--- src/rtl/elevator_car_ctrl.sv ---
// Single-car elevator controller: request latch, SCAN scheduling, travel and door timing.
// Optional seven-segment floor display output is enabled by defining FLOOR_SEG_EN.
module elevator_car_ctrl #(
    parameter int N_FLOORS      = 9,
    parameter int FLOOR_W       = 4,
    parameter int TRAVEL_CYCLES = 4,
    parameter int DOOR_CYCLES   = 6
) (
    input  logic                clk,
    input  logic                reset,
    input  logic [N_FLOORS-1:0] int_req,
    input  logic [N_FLOORS-1:0] ext_up_req,
    input  logic [N_FLOORS-1:0] ext_down_req,
    input  logic                sensor_trip,
    input  logic                stop,
    output logic                move_up,
    output logic                move_down,
    output logic                door_open,
    output logic [FLOOR_W-1:0]  cur_floor,
    output logic [N_FLOORS-1:0] pending,
`ifdef FLOOR_SEG_EN
    output logic [13:0]         floor_disp,
`endif
    output logic                idle
);

    localparam int TW = (TRAVEL_CYCLES > 1) ? $clog2(TRAVEL_CYCLES) : 1;
    localparam int DW = (DOOR_CYCLES > 1) ? $clog2(DOOR_CYCLES) : 1;
    localparam logic [TW-1:0] TRAVEL_LOAD = TW'(TRAVEL_CYCLES - 1);
    localparam logic [DW-1:0] DOOR_LOAD   = DW'(DOOR_CYCLES - 1);
    // Hall up-call at the top floor and down-call at the bottom floor are meaningless.
    localparam logic [N_FLOORS-1:0] UP_MASK   = ~(N_FLOORS'(1) << (N_FLOORS - 1));
    localparam logic [N_FLOORS-1:0] DOWN_MASK = ~N_FLOORS'(1);

    typedef enum logic [1:0] {
        ST_IDLE   = 2'd0,
        ST_MOVING = 2'd1,
        ST_DOOR   = 2'd2
    } state_t;

    typedef enum logic {
        DIR_DOWN = 1'b0,
        DIR_UP   = 1'b1
    } dir_t;

    state_t              r_state;
    dir_t                r_dir;
    logic [TW-1:0]       r_travel_cnt;
    logic [DW-1:0]       r_door_cnt;
    logic [FLOOR_W-1:0]  r_cur_floor;
    logic [N_FLOORS-1:0] r_pending;
    logic                r_move_up;
    logic                r_move_down;
    logic                r_door_open;
    logic                r_idle;

    state_t              w_state_nxt;
    dir_t                w_dir_nxt;
    logic [TW-1:0]       w_travel_nxt;
    logic [DW-1:0]       w_door_nxt;
    logic [FLOOR_W-1:0]  w_floor_nxt;
    logic [FLOOR_W-1:0]  w_step_floor;
    logic [N_FLOORS-1:0] w_new_req;
    logic [N_FLOORS-1:0] w_clear;
    logic [N_FLOORS-1:0] w_pending_nxt;
    logic                w_move_up_nxt;
    logic                w_move_down_nxt;
    logic                w_door_open_nxt;
    logic                w_idle_nxt;

    function automatic logic [N_FLOORS-1:0] floor_bit(input logic [FLOOR_W-1:0] fl);
        logic [N_FLOORS-1:0] v;
        for (int i = 0; i < N_FLOORS; i++) begin
            v[i] = (FLOOR_W'(i) == fl);
        end
        return v;
    endfunction

    function automatic logic req_beyond(input logic [N_FLOORS-1:0] req,
                                        input logic [FLOOR_W-1:0]  fl,
                                        input dir_t                dir);
        logic hit;
        hit = 1'b0;
        for (int i = 0; i < N_FLOORS; i++) begin
            hit = hit | (req[i] & ((dir == DIR_UP) ? (FLOOR_W'(i) > fl) : (FLOOR_W'(i) < fl)));
        end
        return hit;
    endfunction

    // Next-state, counter, floor, request-latch and output decode.
    always_comb begin
        w_new_req       = int_req | (ext_up_req & UP_MASK) | (ext_down_req & DOWN_MASK);
        w_state_nxt     = r_state;
        w_dir_nxt       = r_dir;
        w_travel_nxt    = r_travel_cnt;
        w_door_nxt      = r_door_cnt;
        w_floor_nxt     = r_cur_floor;
        w_clear         = '0;
        w_move_up_nxt   = 1'b0;
        w_move_down_nxt = 1'b0;
        w_door_open_nxt = r_door_open;
        w_step_floor    = (r_dir == DIR_UP) ? (r_cur_floor + FLOOR_W'(1)) : (r_cur_floor - FLOOR_W'(1));

        if (stop) begin
            // Frozen, but the open door still swallows calls for its own floor.
            if (r_state == ST_DOOR) begin
                w_clear = floor_bit(r_cur_floor);
            end else begin
                w_clear = '0;
            end
        end else begin
            case (r_state)
                ST_IDLE: begin
                    w_door_open_nxt = 1'b0;
                    if (|(r_pending & floor_bit(r_cur_floor))) begin
                        w_state_nxt     = ST_DOOR;
                        w_door_nxt      = DOOR_LOAD;
                        w_door_open_nxt = 1'b1;
                        w_clear         = floor_bit(r_cur_floor);
                    end else if (req_beyond(r_pending, r_cur_floor, r_dir)) begin
                        w_state_nxt     = ST_MOVING;
                        w_travel_nxt    = TRAVEL_LOAD;
                        w_move_up_nxt   = (r_dir == DIR_UP);
                        w_move_down_nxt = (r_dir == DIR_DOWN);
                    end else if (req_beyond(r_pending, r_cur_floor,
                                            (r_dir == DIR_UP) ? DIR_DOWN : DIR_UP)) begin
                        w_dir_nxt       = (r_dir == DIR_UP) ? DIR_DOWN : DIR_UP;
                        w_state_nxt     = ST_MOVING;
                        w_travel_nxt    = TRAVEL_LOAD;
                        w_move_up_nxt   = (r_dir == DIR_DOWN);
                        w_move_down_nxt = (r_dir == DIR_UP);
                    end else begin
                        w_state_nxt = ST_IDLE;
                    end
                end
                ST_MOVING: begin
                    w_door_open_nxt = 1'b0;
                    if (r_travel_cnt == '0) begin
                        w_floor_nxt = w_step_floor;
                        if (|(r_pending & floor_bit(w_step_floor))) begin
                            w_state_nxt     = ST_DOOR;
                            w_door_nxt      = DOOR_LOAD;
                            w_door_open_nxt = 1'b1;
                            w_clear         = floor_bit(w_step_floor);
                        end else if (req_beyond(r_pending, w_step_floor, r_dir)) begin
                            w_travel_nxt    = TRAVEL_LOAD;
                            w_move_up_nxt   = (r_dir == DIR_UP);
                            w_move_down_nxt = (r_dir == DIR_DOWN);
                        end else begin
                            w_state_nxt = ST_IDLE;
                        end
                    end else begin
                        w_travel_nxt    = r_travel_cnt - TW'(1);
                        w_move_up_nxt   = (r_dir == DIR_UP);
                        w_move_down_nxt = (r_dir == DIR_DOWN);
                    end
                end
                ST_DOOR: begin
                    w_clear         = floor_bit(r_cur_floor);
                    w_door_open_nxt = 1'b1;
                    if (sensor_trip || (|(w_new_req & floor_bit(r_cur_floor)))) begin
                        w_door_nxt = DOOR_LOAD;
                    end else if (r_door_cnt == '0) begin
                        w_state_nxt     = ST_IDLE;
                        w_door_open_nxt = 1'b0;
                    end else begin
                        w_door_nxt = r_door_cnt - DW'(1);
                    end
                end
                default: begin
                    w_state_nxt     = ST_IDLE;
                    w_door_open_nxt = 1'b0;
                end
            endcase
        end

        w_pending_nxt = (r_pending | w_new_req) & ~w_clear;
        w_idle_nxt    = (w_state_nxt == ST_IDLE) && (w_pending_nxt == '0);
    end

    // State, counters, floor, pending set and registered outputs.
    always_ff @(posedge clk) begin
        if (reset) begin
            r_state      <= ST_IDLE;
            r_dir        <= DIR_UP;
            r_travel_cnt <= '0;
            r_door_cnt   <= '0;
            r_cur_floor  <= '0;
            r_pending    <= '0;
            r_move_up    <= 1'b0;
            r_move_down  <= 1'b0;
            r_door_open  <= 1'b0;
            r_idle       <= 1'b1;
        end else begin
            r_state      <= w_state_nxt;
            r_dir        <= w_dir_nxt;
            r_travel_cnt <= w_travel_nxt;
            r_door_cnt   <= w_door_nxt;
            r_cur_floor  <= w_floor_nxt;
            r_pending    <= w_pending_nxt;
            r_move_up    <= w_move_up_nxt;
            r_move_down  <= w_move_down_nxt;
            r_door_open  <= w_door_open_nxt;
            r_idle       <= w_idle_nxt;
        end
    end

    assign move_up   = r_move_up;
    assign move_down = r_move_down;
    assign door_open = r_door_open;
    assign cur_floor = r_cur_floor;
    assign pending   = r_pending;
    assign idle      = r_idle;

`ifdef FLOOR_SEG_EN
    logic [13:0] r_floor_disp;

    function automatic logic [6:0] seg7(input logic [3:0] d);
        logic [6:0] s;
        case (d)
            4'd0:    s = 7'h3F;
            4'd1:    s = 7'h06;
            4'd2:    s = 7'h5B;
            4'd3:    s = 7'h4F;
            4'd4:    s = 7'h66;
            4'd5:    s = 7'h6D;
            4'd6:    s = 7'h7D;
            4'd7:    s = 7'h07;
            4'd8:    s = 7'h7F;
            4'd9:    s = 7'h6F;
            default: s = 7'h00;
        endcase
        return s;
    endfunction

    // Displayed floor is one-based; a leading zero tens digit is blanked.
    function automatic logic [13:0] disp_of(input logic [FLOOR_W-1:0] fl);
        int         v;
        logic [3:0] tens;
        logic [3:0] ones;
        v    = int'(fl) + 32'sd1;
        tens = 4'(v / 32'sd10);
        ones = 4'(v % 32'sd10);
        return {((tens == 4'd0) ? 7'h00 : seg7(tens)), seg7(ones)};
    endfunction

    // Display register tracks the floor register edge for edge.
    always_ff @(posedge clk) begin
        if (reset) begin
            r_floor_disp <= {7'h00, 7'h06};
        end else begin
            r_floor_disp <= disp_of(w_floor_nxt);
        end
    end

    assign floor_disp = r_floor_disp;
`endif

endmodule

--- config.mk ---
export PLATFORM = sky130hd
export DESIGN_NAME = elevator_car_ctrl
export DESIGN_NICKNAME = d
export VERILOG_FILES = /design/src/rtl/elevator_car_ctrl.sv
export SDC_FILE = /design/constraint.sdc
export NUM_CORES = 1
export LEC_CHECK = 0
export CORE_ASPECT_RATIO = 1.1
export CORE_UTILIZATION = 42
export DETAILED_ROUTE_END_ITERATION = 7
export PLACE_DENSITY = 0.75
export SETUP_SLACK_MARGIN = 0.15
export SLEW_MARGIN = 20
export SYNTH_ARGS = -nofsm -noshare
export SYNTH_HDL_FRONTEND = slang
export SYNTH_SLANG_ARGS = --single-unit
--- constraint.sdc ---
create_clock -name clk -period 4.3 [get_ports clk]
set_clock_uncertainty 0.1 [all_clocks]
set_input_delay 0.86 -clock clk [delete_from_list [all_inputs] [get_ports clk]]
set_output_delay 0.86 -clock clk [all_outputs]
set_load 0.02 [all_outputs]
-- Yosys cells after proc, flatten, opt, wreduce, memory -nomap -nowiden
Index checks and enable logic that the tools add are counted.
- register bits: 25
- word-level logic and storage cells: 236
- $add $sub $neg: 4
- equal/unequal tests: 26
- reductions and logical operators: 19
- bitwise logic cells: 63
- order comparisons: 36
- mux-type cells: 78
- operator list (cell ; number):
    two-way mux 1 bit ; 47
    two-way mux 9 bit ; 5
    bitwise AND 9 bit ; 4
    equality test 3 x 4 -> 1 bit, first input constant ; 8
    greater-than comparator 3 x 4 -> 1 bit, first input constant ; 8
    < comparator 3 x 4 -> 1 bit, first input constant ; 8
    bitwise AND 1 bit ; 27
    case mux 9 bit (3 select lines) ; 1
    OR reduction 9 bit ; 3
    two-way mux 2 bit ; 13
    bitwise OR 1 bit ; 24
    bitwise OR 9 bit ; 2
    equality test 2 x 4 -> 1 bit, first input constant ; 4
    greater-than comparator 1 x 4 -> 1 bit, first input constant ; 4
    greater-than comparator 2 x 4 -> 1 bit, first input constant ; 4
    < comparator 1 x 4 -> 1 bit, first input constant ; 4
    < comparator 2 x 4 -> 1 bit, first input constant ; 4
    two-way mux 3 bit ; 5
    != test 3 bit, second input constant ; 4
    AND reduction 6 bit ; 2
    logical NOT 9 bit ; 1
    inverter 9 bit ; 1
    bitwise OR 9 x 8 -> 9 bit ; 1
    case mux 3 bit (3 select lines) ; 1
    27 further kinds ; 41

-- Logic depth before layout (Yosys ltp)
Gate-level depths: netlist of run 1.
- depth after elaboration: 20
- depth in mapped cells: 14

-- Least setup slack after synthesis of run 1
No wires, ideal clock.
- path type: reg2reg
- start: register r_cur_floor[0], in the netlist cur_floor[0]
- end: register r_move_up, in the netlist move_up
- path slack: 0.644 ns
- cell stages (with the launch flop): 13
- library setup time: 0.103 ns
- period minus slack after synthesis: 3.656 ns
- data arrival time: 3.453 ns
- cell sequence: dfxtp_1 > clkbuf_1 > clkinv_1 > ha_1 > clkbuf_1 > nor2_1 > a311o_1 > o21a_1 > a211oi_2 > o211ai_1 > a211oi_2 > o21ai_1 > a2111oi_2
- longest elaborated chain between the ends: 17
- ends and longest elaborated chain (what ; RTL line ; source):
    start: declaration ; 50 ; logic [FLOOR_W-1:0] r_cur_floor;
    start signal: assignment ; 199 ; r_cur_floor <= w_floor_nxt;
    subtractor 4 x 1 -> 4 bit / adder 4 x 1 -> 4 bit (equally long branches) ; 102 ; w_step_floor = (r_dir == DIR_UP) ? (r_cur_floor + FLOOR_W'(1)) : (r_cur_floor - FLOOR_W'(1));
    two-way mux 4 bit ; 102 ;
    < comparator 1 x 4 -> 1 bit / greater-than comparator 1 x 4 -> 1 bit (equally long branches) ; 85 ; hit = hit | (req[i] & ((dir == DIR_UP) ? (FLOOR_W'(i) > fl) : (FLOOR_W'(i) < fl)));
    two-way mux 1 bit ; 85 ;
    bitwise AND 1 bit ; 85 ;
    bitwise OR 1 bit (8 in series) ; 85 ;
    two-way mux 1 bit ; 145 ; end else if (req_beyond(r_pending, w_step_floor, r_dir)) begin
    two-way mux 1 bit ; 140 ; if (|(r_pending & floor_bit(w_step_floor))) begin
    two-way mux 1 bit ; 138 ; if (r_travel_cnt == '0) begin
    case mux 1 bit (2 select lines) * ; 112 ; case (r_state)
    end signal: assignment ; 201 ; r_move_up <= w_move_up_nxt;
    end: declaration ; 52 ; logic r_move_up;
Every way passes the cells marked *; elsewhere a longest branch is shown, timed or not.
A chain may end at the register's enable or synchronous reset.

-- Final worst setup path of run 1
- start: register r_cur_floor[0], in the netlist cur_floor[0]
- end: register r_idle, in the netlist idle
- longest elaborated chain between the ends: 20
- ends and longest elaborated chain (what ; RTL line ; source):
    subtractor 4 x 1 -> 4 bit / adder 4 x 1 -> 4 bit (equally long branches) ; 102 ;
    two-way mux 4 bit ; 102 ;
    < comparator 1 x 4 -> 1 bit / greater-than comparator 1 x 4 -> 1 bit (equally long branches) ; 85 ;
    two-way mux 1 bit ; 85 ;
    bitwise AND 1 bit ; 85 ;
    bitwise OR 1 bit (8 in series) ; 85 ;
    two-way mux 2 bit ; 145 ;
    two-way mux 2 bit ; 140 ;
    two-way mux 2 bit ; 138 ;
    case mux 2 bit (3 select lines) ; 112 ;
    two-way mux 2 bit ; 104 ; if (stop) begin
    logical NOT 2 bit ; 178 ; w_idle_nxt = (w_state_nxt == ST_IDLE) && (w_pending_nxt == '0);
    logical AND 1 bit * ; 178 ;
    end signal: assignment ; 204 ; r_idle <= w_idle_nxt;
    end: declaration ; 55 ; logic r_idle;
Marks and branches as above.

==> results.ini, run 1 <==
[logic_synthesis]
synth-main-ff-cell=sky130_fd_sc_hd__dfxtp_1
ys_warn_count=0
synth.most_common_cell=sky130_fd_sc_hd__nor2_1
synth.top_cells.by_area=sky130_fd_sc_hd__dfxtp_1, sky130_fd_sc_hd__nor2_1, sky130_fd_sc_hd__a21oi_1
post-synth-top-area-fraction=0.199
synthesis.instances=346
library_cell_with_the_largest_summed_area_after_synthesis=sky130_fd_sc_hd__dfxtp_1
syn_avg_cell_area_um2=7.29
synth_cell_types=72
synth_common_cells=sky130_fd_sc_hd__nor2_1, sky130_fd_sc_hd__dfxtp_1, sky130_fd_sc_hd__a21oi_1
synth_edf_count=0
number_of_storage_elements_in_the_synthesis_netlist=25
synth_fp_nets=384
synth_async_sr_flop_share=0
synth.yosys.seq_area_share=0.199
syn-cell-area_um2=2520

[clock_tree]
cts_made_buffers=3
cts.path.max_buffers=2
cts_tree=built
clk_pin_slew_ns=0.10
cts.sink_count=25
cts_htree_levels=1
clock_latency_of_the_later_clocked_register_in_the_worst_skew_pair_ns=0.27
clock_tree.root_cell=sky130_fd_sc_hd__clkbuf_8
cts.repair_timing.setup_buffer_count=0

[placed_design]
gp_routability_congestion=0.953
placed_cells_incl_taps=453
dp.final_hpwl_mm=5.86
port_buffers=45

[cells_and_area]
final.fill_count=543
register_area_um2=500
post_layout_nonfiller_instances=457
num-nets-final=419
syn2layout_area_growth_pct=22.1
multiInputGateArea_um2=1850
antenna_cells=0
share_of_final_layout_standard_cells_stronger_than_drive_strength_1=0.0842

[setup_path]
cp-end-kind=register
path_class=reg -> reg
crit_path_max_fanout=15
rrSetupSlack_ns=0.56
number_of_cells_on_the_worst_reg_to_reg_path=11
worstPathRequired_ns=4.42
cp-start-kind=register
cp.arrival_ns=3.86
critical_path.reg2reg.endpoint=idle
reg2reg_from=cur_floor[0]

[detailed_routing]
met1_length_mm=3.32
drt-pass1-iter-count=5
drt_first_iter_violations=212
wl_met3_um=668
wirelength_per_cell_um=17.2
drt-vias-per-instance=6.22
remaining_drc_errors=0
route.antenna.remaining_nets=0
highest-signal-layer=met4
totalWireLength_mm=7.84
vias=2843
routed-wl-met2_mm=3.65

[worst_hold_path]
hold_end=r_door_cnt[1]
min_from=r_door_cnt[1]
min_path_type=reg -> reg
holdPathStages=2

[timing]
fin_crit_sh=0.869
timing.final.max_slew_violations=0
endpoints_failing_setup=0
max_slew_margin=0.506
finalHoldViolCount=0
fin_setup_tns_ns=0
fin_crit_ns=3.74
achievable-frequency_ghz=0.268
rsz0062_at_grt=no
tightest_slew_ns=0.739

[grt]
grt_first_pass_wirelength_mm=12.8
pin_count_of_the_biggest_net_entering_global_routing=26
global_route.usage.total=0.261
grt_antenna_before_repair=0
grt_overflow=0
first_global_vias=2619

[floorplan]
core.rowCount=29
top_level_ports=48
design.die.area_um2=6320
horizontal_die_dimension_um=75.9
core_um2=5770
floorplan.die.height_um=83.3
initial_utilization=0.437

[power]
leakage_power_summed_over_all_cells_nw=1.14
p_int_w=0.000457
vdd_drop_max_mv=0.236
share_of_total_power_in_combinational_logic=0.404
power.density_cell_area_nw_per_um2=241
clock_power_share=0.198
switching_share=0.385
pwr-share-seq=0.398
power.net_switching_w=0.000286

[run_status]
status=finished, final reports clean

[job]
cap_viol_max_count=0

[per-layer routing]
metal	vias up	global-route usage
li1	1368	-
met1	1308	0.362
met2	154	0.414
met3	13	0.0316
met4	0	0.0774
met5	-	0
[worst max-delay path by stage]
stage / endpoint / from / depth (start not counted) / slack, ns
2_1_floorplan: move_up / cur_floor[0] / 12 / 0.64
3_3_place_gp: idle / cur_floor[0] / 11 / 0.52
3_5_place_dp: idle / cur_floor[0] / 11 / 0.51
4_1_cts: idle / cur_floor[0] / 11 / 0.49
5_1_grt: idle / cur_floor[0] / 11 / 0.24
6_report: idle / cur_floor[0] / 11 / 0.56
[flip-flops by register name (all words and copies together), names as in the netlist]
register	flops
door_open	1
r_door_cnt	3
pending	9
move_down	1
r_travel_cnt	2
r_dir	1
cur_floor	4
idle	1
r_state	2
move_up	1
[power by group through the flow]
stage / clock network [W] / logic (W) / registers [W]
global route: 0.000161 / 0.000330 / 0.000300
finish: 0.000147 / 0.000300 / 0.000296
detailed placement: 0 / 0.000297 / 0.000301
floorplan: 0 / 0.000202 / 0.000289
global placement: 0 / 0.000292 / 0.000300
CTS: 0.000152 / 0.000298 / 0.000295
[metrics by stage]
stage	hold slack, ns	cell area (um2)	total power (W)	util	setup WS [ns]
after floorplan	0.331	2520	0.000491	-	0.644
after global placement	0.341	3030	0.000593	0.525	0.520
after detailed placement	0.351	3030	0.000598	0.525	0.505
after CTS	0.365	3080	0.000745	0.533	0.488
after global routing	0.372	3080	0.000791	0.534	0.242
final	0.363	3080	0.000744	0.534	0.562
[what timing repair did]
action / CTS / global route
resized for setup: 0 / 1
hold buffers: 0 / 0
endpoints found under the setup margin: 0 / 3
[kinds of logic (layout without fill, tap and decap cells)]
family                     count (synthesis)  in the layout  share of synthesized area
xor gates and xnor gates                   8              8                     0.0382
buffers and inverters                     42             76                     0.0700
DFF                                       25             25                      0.199
and+or+nand+nor                          146            146                      0.315
AOI/OAI and AO/OA                        114            114                      0.323
adders and majority gates                  7              7                     0.0347
muxes                                      4              4                     0.0213
[cells in the final DEF (no fill, tap or decap), types with 4 or more instances in the layout]
cell type and n:
sky130_fd_sc_hd__o21a_1 4, sky130_fd_sc_hd__o211ai_1 5, sky130_fd_sc_hd__xnor2_1 4, sky130_fd_sc_hd__nor2b_1 5, sky130_fd_sc_hd__and2_1 13, sky130_fd_sc_hd__o22ai_1 10
sky130_fd_sc_hd__o21ai_0 17, sky130_fd_sc_hd__ha_1 6, sky130_fd_sc_hd__nand3_1 10, sky130_fd_sc_hd__nand2b_1 5, sky130_fd_sc_hd__clkdlybuf4s50_1 45, sky130_fd_sc_hd__nand4_1 4
sky130_fd_sc_hd__a211oi_1 4, sky130_fd_sc_hd__and3_1 10, sky130_fd_sc_hd__dfxtp_1 25, sky130_fd_sc_hd__nand2_1 20, sky130_fd_sc_hd__or3_1 7, sky130_fd_sc_hd__buf_4 9
sky130_fd_sc_hd__inv_1 17, sky130_fd_sc_hd__nor2_1 39, sky130_fd_sc_hd__a21oi_1 23, sky130_fd_sc_hd__a31oi_1 9, sky130_fd_sc_hd__nor3_1 9
[final cells by class]
cell class                 count  area share
clock buffer                   3      0.0134
clock inverter                 1     0.00284
inverter                      18      0.0219
multi-input combinational    279       0.600
sequential                    25       0.163
tap                           77      0.0313
timing repair buffer          54       0.168
[worst max-delay path: stages, from the launching register on]
cell	delay (ns)
sky130_fd_sc_hd__dfxtp_1	0.54
sky130_fd_sc_hd__clkinv_1	0.37
sky130_fd_sc_hd__ha_2	0.62
sky130_fd_sc_hd__and2_1	0.20
sky130_fd_sc_hd__a21oi_1	0.05
sky130_fd_sc_hd__a2bb2oi_1	0.14
sky130_fd_sc_hd__a2111oi_2	0.32
sky130_fd_sc_hd__a211oi_2	0.12
sky130_fd_sc_hd__a21oi_4	0.31
sky130_fd_sc_hd__nand4_1	0.17
sky130_fd_sc_hd__a2111oi_0	0.51
sky130_fd_sc_hd__a41o_1	0.23
No activity file was read; power rests on OpenSTA's default activity.
==> run 2, diff against run 1 <==
Settings changed: TNS_END_PERCENT from default to 100.
==> results of run 2 <==
Final layout, timing and power as in run 1 (identical DEF).
==> run 3, diff against run 2 <==
Settings changed: SLEW_MARGIN 20 to default.
==> results of run 3 <==
Final layout, timing and power as in run 1 (identical DEF).
